<file path="src/rtl/rvga_types_pkg.sv">
// Shared rvga types: load-op encoding, writeback FSM states, register/word aliases.
package rvga_types;

   typedef logic [4:0]  rvga_reg;
   typedef logic [31:0] rvga_word;

   typedef enum logic [2:0] {LD_NONE, LB, LH, LW, LBU, LHU} rvga_ldop_e;

   typedef enum logic {IDLE, WAIT_LOAD} wb_state_e;

endpackage

</file>
<file path="src/rtl/rvga_cword_if.sv">
// Decoded control word carried down the pipeline; writeback reads rd_w_v and ldop.
interface rvga_cword_if;
   import rvga_types::*;

   logic       rd_w_v;
   rvga_ldop_e ldop;

   modport i (input rd_w_v, input ldop);
   modport o (output rd_w_v, output ldop);
endinterface

</file>
<file path="src/rtl/writeback_stage_load_align.sv">
// Selects and extends the addressed byte/half of a load word; flags misaligned accesses.
module load_align
   import rvga_types::*;
(
   input  rvga_ldop_e  ldop,
   input  logic [1:0]  offset,
   input  logic [31:0] rdata,
   output logic [31:0] data,
   output logic        misaligned
);

   logic [7:0]  sel_byte;
   logic [15:0] sel_half;

   always_comb begin
      sel_byte   = rdata[{offset, 3'b000} +: 8];
      sel_half   = offset[1] ? rdata[31:16] : rdata[15:0];
      data       = rdata;
      misaligned = 1'b0;
      case (ldop)
         LB:  data = {{24{sel_byte[7]}}, sel_byte};
         LBU: data = {24'd0, sel_byte};
         LH: begin
            data       = {{16{sel_half[15]}}, sel_half};
            misaligned = offset[0];
         end
         LHU: begin
            data       = {16'd0, sel_half};
            misaligned = offset[0];
         end
         LW:      misaligned = (offset != 2'd0);
         default: data = rdata;
      endcase
   end

endmodule

</file>
<file path="src/rtl/writeback_stage.sv">
// Writeback stage: merges load/ALU results, drives the register-file write port, counts retirements.
module writeback_stage
   import rvga_types::*;
#(
   parameter int INSTRET_W    = 64,
   parameter int LOAD_TIMEOUT = 256
) (
   input  logic                 clk,
   input  logic                 rst,
   input  logic                 memory_writeback_v,
   input  logic [4:0]           memory_writeback_rd,
   input  logic [31:0]          memory_writeback_result,
   rvga_cword_if.i              cword_i,
   input  logic                 load_rvalid_i,
   input  logic [31:0]          load_rdata_i,
   output logic                 stall_o,
   output logic                 rf_w_v_o,
   output logic [4:0]           rf_w_addr_o,
   output logic [31:0]          rf_w_data_o,
   output logic [INSTRET_W-1:0] instret_o,
   output logic                 load_err_o
);

   localparam int CNT_W = $clog2(LOAD_TIMEOUT);
   localparam logic [CNT_W-1:0] CNT_LAST = CNT_W'(LOAD_TIMEOUT - 1);

   wb_state_e        state, state_nxt;
   logic [CNT_W-1:0] wait_cnt;
   rvga_reg          cap_rd;
   logic             cap_rdv;
   rvga_ldop_e       cap_ldop;
   logic [1:0]       cap_off;

   rvga_ldop_e al_ldop;
   logic [1:0] al_off;
   rvga_word   al_data;
   logic       al_mis;
   logic       is_load;

   logic       commit_p0, err_p0, rdv_p0, wr_p0;
   rvga_reg    rd_p0;
   rvga_word   data_p0;
   logic       cap_en, cnt_clr, cnt_inc;

   // While waiting, alignment runs on the captured op/offset, not the (held) upstream fields.
   assign al_ldop = (state == WAIT_LOAD) ? cap_ldop : cword_i.ldop;
   assign al_off  = (state == WAIT_LOAD) ? cap_off  : memory_writeback_result[1:0];
   assign is_load = memory_writeback_v & (cword_i.ldop != LD_NONE);

   load_align u_load_align (
      .ldop       (al_ldop),
      .offset     (al_off),
      .rdata      (load_rdata_i),
      .data       (al_data),
      .misaligned (al_mis)
   );

   always_comb begin
      state_nxt = state;
      stall_o   = 1'b0;
      commit_p0 = 1'b0;
      err_p0    = 1'b0;
      rd_p0     = memory_writeback_rd;
      rdv_p0    = cword_i.rd_w_v;
      data_p0   = memory_writeback_result;
      cap_en    = 1'b0;
      cnt_clr   = 1'b0;
      cnt_inc   = 1'b0;
      case (state)
         IDLE: begin
            if (memory_writeback_v) begin
               if (!is_load) begin
                  commit_p0 = 1'b1;
               end else if (al_mis) begin
                  commit_p0 = 1'b1;
                  err_p0    = 1'b1;
               end else if (load_rvalid_i) begin
                  commit_p0 = 1'b1;
                  data_p0   = al_data;
               end else begin
                  stall_o   = 1'b1;
                  cap_en    = 1'b1;
                  cnt_clr   = 1'b1;
                  state_nxt = WAIT_LOAD;
               end
            end
         end
         WAIT_LOAD: begin
            rd_p0  = cap_rd;
            rdv_p0 = cap_rdv;
            if (load_rvalid_i) begin
               commit_p0 = 1'b1;
               data_p0   = al_data;
               state_nxt = IDLE;
            end else if (wait_cnt == CNT_LAST) begin
               commit_p0 = 1'b1;
               err_p0    = 1'b1;
               state_nxt = IDLE;
            end else begin
               stall_o = 1'b1;
               cnt_inc = 1'b1;
            end
         end
         default: state_nxt = IDLE;
      endcase
      wr_p0 = commit_p0 & rdv_p0 & (rd_p0 != 5'd0) & ~err_p0;
   end

   // Stage boundary: commit decision -> register-file write port and retirement counter.
   always_ff @(posedge clk) begin
      if (rst) begin
         state       <= IDLE;
         wait_cnt    <= '0;
         cap_rd      <= '0;
         cap_rdv     <= 1'b0;
         cap_ldop    <= LD_NONE;
         cap_off     <= 2'd0;
         rf_w_v_o    <= 1'b0;
         rf_w_addr_o <= '0;
         rf_w_data_o <= '0;
         instret_o   <= '0;
         load_err_o  <= 1'b0;
      end else begin
         state    <= state_nxt;
         rf_w_v_o <= wr_p0;
         if (wr_p0) begin
            rf_w_addr_o <= rd_p0;
            rf_w_data_o <= data_p0;
         end
         if (commit_p0) instret_o <= instret_o + INSTRET_W'(1);
         if (err_p0) load_err_o <= 1'b1;
         if (cnt_clr) wait_cnt <= '0;
         else if (cnt_inc) wait_cnt <= wait_cnt + CNT_W'(1);
         if (cap_en) begin
            cap_rd   <= memory_writeback_rd;
            cap_rdv  <= cword_i.rd_w_v;
            cap_ldop <= cword_i.ldop;
            cap_off  <= memory_writeback_result[1:0];
         end
      end
   end

endmodule

</file>
<file path="src/flat_wrapper.sv">
// flat-port wrapper written by rule: the top's interface ports become plain ports
module writeback_stage_flat import rvga_types::*;
#(
   parameter int INSTRET_W    = 64,
   parameter int LOAD_TIMEOUT = 256
)
  (clk, rst, memory_writeback_v, memory_writeback_rd, memory_writeback_result, load_rvalid_i, load_rdata_i, stall_o, rf_w_v_o, rf_w_addr_o, rf_w_data_o, instret_o, load_err_o, cword_i_rd_w_v, cword_i_ldop);
  rvga_cword_if cword_i_i ();
  input  logic clk;
  input  logic rst;
  input  logic memory_writeback_v;
  input  logic [4:0] memory_writeback_rd;
  input  logic [31:0] memory_writeback_result;
  input  logic load_rvalid_i;
  input  logic [31:0] load_rdata_i;
  output logic stall_o;
  output logic rf_w_v_o;
  output logic [4:0] rf_w_addr_o;
  output logic [31:0] rf_w_data_o;
  output logic [INSTRET_W-1:0] instret_o;
  output logic load_err_o;
  input wire logic [$bits(cword_i_i.rd_w_v)-1:0] cword_i_rd_w_v;
  input wire logic [$bits(cword_i_i.ldop)-1:0] cword_i_ldop;
  assign cword_i_i.rd_w_v = cword_i_rd_w_v;
  assign cword_i_i.ldop = cword_i_ldop;
  writeback_stage #(.INSTRET_W(INSTRET_W), .LOAD_TIMEOUT(LOAD_TIMEOUT)) u_core (.clk(clk), .rst(rst), .memory_writeback_v(memory_writeback_v), .memory_writeback_rd(memory_writeback_rd), .memory_writeback_result(memory_writeback_result), .cword_i(cword_i_i), .load_rvalid_i(load_rvalid_i), .load_rdata_i(load_rdata_i), .stall_o(stall_o), .rf_w_v_o(rf_w_v_o), .rf_w_addr_o(rf_w_addr_o), .rf_w_data_o(rf_w_data_o), .instret_o(instret_o), .load_err_o(load_err_o));
endmodule
</file>
<file path="config.mk">
export PLATFORM = sky130hd
export DESIGN_NAME = writeback_stage_flat
export DESIGN_NICKNAME = d
export VERILOG_FILES = /design/src/rtl/rvga_types_pkg.sv /design/src/rtl/rvga_cword_if.sv /design/src/rtl/writeback_stage_load_align.sv /design/src/rtl/writeback_stage.sv /design/src/flat_wrapper.sv
export SDC_FILE = /design/constraint.sdc
export NUM_CORES = 1
export LEC_CHECK = 0
export CORE_UTILIZATION = 25
export CTS_BUF_LIST = sky130_fd_sc_hd__clkbuf_4 sky130_fd_sc_hd__clkbuf_8
export CTS_CLUSTER_DIAMETER = 100
export CTS_CLUSTER_SIZE = 24
export DETAILED_ROUTE_END_ITERATION = 7
export GPL_TIMING_DRIVEN = 0
export PLACE_DENSITY = 0.52
export SLEW_MARGIN = 20
export SYNTH_ARGS = -nofsm -noshare
export SYNTH_HDL_FRONTEND = slang
export SYNTH_SLANG_ARGS = --single-unit
</file>
<file path="constraint.sdc">
create_clock -name clk -period 6.3 [get_ports clk]
set_clock_uncertainty 0.2 [all_clocks]
set_input_delay 1.26 -clock clk [delete_from_list [all_inputs] [get_ports clk]]
set_output_delay 1.26 -clock clk [all_outputs]
set_load 0.05 [all_outputs]
</file>
; ---- Yosys cells after proc, flatten, opt, wreduce, memory -nomap -nowiden
; Index checks and enable logic that the tools add are counted.
[classes]
n_addsub = 2
n_eq_ne = 6
n_shift = 1
muxes = 33
bitwise = 6
reduce_logical = 5
[ops]
columns = cell, n
row1 = 32-bit two-way mux, 4
row2 = 32-bit case mux with 4 select lines, 1
row3 = "64-bit by 1-bit adder with 64-bit output, second input constant", 1
row4 = 32-bit case mux with 2 select lines, 1
row5 = 32-bit by 6-bit variable part select with 8-bit output, 1
row6 = 1-bit two-way mux, 19
row7 = 16-bit two-way mux, 1
row8 = "8-bit by 1-bit adder with 8-bit output, second input constant", 1
row9 = "8-bit equality test, second input constant", 1
row10 = 1-bit case mux with 2 select lines, 4
row11 = "3-bit by 2-bit equality test with 1-bit output, second input constant", 2
row12 = "3-bit equality test, second input constant", 2
row13 = 5-bit two-way mux, 1
row14 = 5-bit nonzero test, 1
row15 = 1-bit AND, 4
row16 = 2-bit OR reduction, 2
row17 = "3-bit by 1-bit equality test with 1-bit output, second input constant", 1
row18 = 3-bit two-way mux, 1
row19 = 3-bit nonzero test, 1
row20 = 2-bit two-way mux, 1
row21 = 1-bit NOT, 2
row22 = 2-bit nonzero test, 1
[totals]
regBits = 123
inputBits = 77

; ---- Depth between registers and ports, before layout
; Gate-level depths: netlist of run 1.
[depth]
word_depth = 11
depth_mapped = 10
depth_no_buf = 7

; ---- By module
; Synthesis of run 1 repeated with hierarchy kept, for this count alone.
[hier_totals]
hier_cells = 778
hier_area_um2 = 6792.8
[modules_own_cells]
columns = module, n_inst, cells_per_inst, area_per_inst_um2, seq_area_each_um2
row1 = writeback_stage, 1, 644, 5806.8, 2462.4
row2 = load_align, 1, 134, 985.9, 0.0

; ---- Worst setup path before layout of run 1
; OpenSTA, ideal clock, no wires.
[synth_timing]
path_kind = in2out
startpoint = input port cword_i_ldop[1]
endpoint = output port stall_o
t_arrival_ps = 2627
path_slack_ps = 2213
path_stages = 6
path_buffers = 2
path_cell_list = mux2i_2 a41oi_1 o211ai_2 buf_6 clkbuf_1 nand2_1
[synth_between]
elab_chain_cells = 8
elab_cells_between_ends = 12
cone_classes = eq/ne (3) / mux (6) / bitwise (1) / reduce/logical (2)
[synth_lines]
columns = item, line
row1 = "start, declared", flat_wrapper.sv:23  ; input wire logic [$bits(cword_i_i.ldop)-1:0] cword_i_ldop;
row2 = 3-bit two-way mux, writeback_stage.sv:46  ; assign al_ldop = (state == WAIT_LOAD) ? cap_ldop : cword_i.ldop;
row3 = 3-bit equality test / 3-bit by 2-bit equality test with 1-bit output (equally long branches), writeback_stage_load_align.sv:20  ; case (ldop)
row4 = 2-bit OR reduction (no line), --
row5 = 1-bit case mux with 2 select lines, writeback_stage_load_align.sv:20
row6 = 1-bit two-way mux, writeback_stage.sv:74  ; end else if (al_mis) begin
row7 = 1-bit two-way mux *, writeback_stage.sv:72  ; if (!is_load) begin
row8 = 1-bit two-way mux *, writeback_stage.sv:71  ; if (memory_writeback_v) begin
row9 = 1-bit case mux with 2 select lines *, writeback_stage.sv:69  ; case (state)
row10 = "end, declared", flat_wrapper.sv:16  ; output logic stall_o;
; Every way passes the cells marked *; elsewhere a longest branch is shown, timed or not.

; ---- Worst setup path in the final report of run 1
; Ends and elaborated chain as after synthesis.

==> results of run 1 <==
state kept, by name (all words and copies together), names as in the netlist:
name / cells
u_core.instret_o: 64
u_core.rf_w_data_o: 32
u_core.wait_cnt: 8
u_core.cap_rd: 5
u_core.rf_w_addr_o: 5
u_core.cap_ldop: 3
u_core.cap_off: 2
u_core.cap_rdv: 1
u_core.load_err_o: 1
u_core.rf_w_v_o: 1
u_core.state: 1
cell usage after synthesis, types with 9 or more instances:
cell type / number / share of area
nor4_1: 12 / 0.012
xnor2_1: 18 / 0.024
nand3_1: 28 / 0.022
and3_1: 13 / 0.013
nand2_1: 67 / 0.039
or4_1: 17 / 0.020
mux2i_1: 9 / 0.014
a21oi_1: 73 / 0.057
o211ai_1: 24 / 0.028
nand4_1: 18 / 0.017
clkbuf_1: 29 / 0.017
dfxtp_1: 123 / 0.38
xor2_1: 17 / 0.023
nor2_1: 83 / 0.048
o21ai_0: 25 / 0.019
buf_2: 17 / 0.013
nor3_1: 15 / 0.012
o41ai_1: 25 / 0.034
o31ai_1: 13 / 0.015
or3_1: 23 / 0.022
layout make-up:
type                    instances  area, µm²
repair buffers                180       1800
clock inverters                 8       72.6
fillers                      2699      16200
inverters                       7       26.3
well taps                     330        413
flip-flops and latches        123       2460
plain buffers                  51        243
clock buffers                  22        278
multi-input cells             588       3710
critical path: stages:
cell,delay [ps]
clkdlybuf4s50_1,510
mux2i_2,390
a41oi_1,260
o211ai_2,190
buf_6,200
clkbuf_1,420
nand2_1,180
clkdlybuf4s50_1,740
per-layer routing:
| layer | GRT usage | part of all wire | up-vias |
|---|---|---|---|
| li1 | - | - | 3318 |
| met1 | 0.245 | 0.48 | 3178 |
| met2 | 0.276 | 0.45 | 175 |
| met3 | 0.0318 | 0.046 | 32 |
| met4 | 0.0612 | 0.023 | 0 |
| met5 | 0 | 0 | - |
path summary, 6_finish.rpt:
path	startpoint	endpoint	slack [ps]	cells past startpoint
worst max register to register	u_core.state	u_core.rf_w_data_o[29]	3230	10
worst min register to register	u_core.cap_off[0]	u_core.cap_off[0]	260	2
worst max-delay path	cword_i_ldop[1]	stall_o	680	8
worst min-delay path	u_core.cap_off[0]	u_core.cap_off[0]	260	2
stage by stage:
step	cells	hold WS, ps
final	1309	261
after global routing	1309	297
after CTS	1309	264
after detailed placement	1279	254
after global placement	1279	245
after floorplan	769	236
logic make-up (layout without fill, tap and decap cells):
group	after synthesis	after routing	synth area share
XOR/XNOR	35	35	0.0476
AND/OR/NAND/NOR	303	303	0.241
flip-flops	123	123	0.382
adder cells (fa/ha/maj)	2	2	0.00388
multiplexers	21	21	0.0419
AO/OA/AOI/OAI	227	227	0.242
buffers and inverters	58	268	0.0417
where the power goes:
part / switching, mW / internal, mW / total (mW)
combinational: 0.253 / 0.147 / 0.400
clock: 0.328 / 0.332 / 0.660
sequential: 0.0168 / 0.802 / 0.819
total: 0.599 / 1.28 / 1.88
==> metrics.txt, run 1 <==
CP max FO 10; IO Count 181; nets 1047; Ant. Diodes 0; Post-Route WL 23400 µm; most frequent cells in the layout clkdlybuf4s50_1 (180), dfxtp_1 (123), nor2_1 (83); synthesis-to-finish area growth 39.8%; clk_lat worst skew 450 ps; CTS Hold Bufs 0; drt drc 0; drt pass-1 iters 6; CTS buffer count 17; data required time of the worst path 4840 ps; DIE WIDTH 163 µm; design area 9010 µm²; crit share post-route 0.892; Async SR Flop Fraction 0; Achievable Freq 178 MHz; critical path type primary input to output port; Max-cap violations 0; sequential area share after synthesis 0.382; initial core utilization 0.255; run status finished clean; setup_tns 0 ps; commonest register cell after synthesis dfxtp_1; vias per inst 5.12; Avg Inst Size Synth 8.38 µm²; Die Ht 163 µm; DP Worst Slack 701 ps; total power 1.88 mW; Synth Instances 769; clk sinks 123; antenna violations before repair 0; power per cell area 209 nW/µm²; commonest non-fill, non-tap cell in the layout clkdlybuf4s50_1; DRT antenna net count 0; Post-CTS Setup Bufs 0; CTS Buffer Depth 2; Tot GR Track Use 0.177; clock-pin slew on the worst setup and hold paths 70 ps; max-slew violation total from the final report 0; cell area after synthesis 6440 µm²; crit end category output port; Cell Rows 58; min Tclk post-route 5620 ps; Yosys cell types 66; drt initial violations 484; layout cells sized above 1 0.0807; Synth Register Bits 123; Worst Path Arrival 4160 ps; Leak 2.91 nW; Ys Warns 0; DP HPWL 17800 µm; CTS H-tree lvls 4; CTS tree built; Hold WC Path Type flip-flop to flip-flop; Post-CTS Resized 0; first-pass GRT wire length 36300 µm; max_slew headroom 0.338; routed len/inst 17.9 µm; Placed Area 8660 µm²; final hold viol count 0; Tightest Pin Transition 982 ps; GPL Wtd Cong 0.827; Syn Nets 848; Post-synth EDFFs 0; largest net degree at the start of global routing 17; die area 26400 µm²; RSZ-0062 raised after global routing false; vias in the first global route 6447; Remaining Overflow, GRT 0; core box area 25300 µm²; Setup violations, final 0; Vias 6703; # port buffers 180; Setup crit start kind primary input; root buffer cell clkbuf_8; worst vdd ir 0.0861 mV; crit path setup slack, layout 679 ps; final core occ 0.357
No activity file was read; power rests on OpenSTA's default activity.
==> inputs of run 2 (changes only) <==
--- a/config.mk
+++ b/config.mk
@@ -5,6 +5,7 @@
 export SDC_FILE = /design/constraint.sdc
 export NUM_CORES = 1
 export LEC_CHECK = 0
+export CAP_MARGIN = 25
 export CORE_UTILIZATION = 25
 export CTS_BUF_LIST = sky130_fd_sc_hd__clkbuf_4 sky130_fd_sc_hd__clkbuf_8
 export CTS_CLUSTER_DIAMETER = 100
==> results of run 2 <==
Final layout, timing and power as in run 1 (identical DEF).
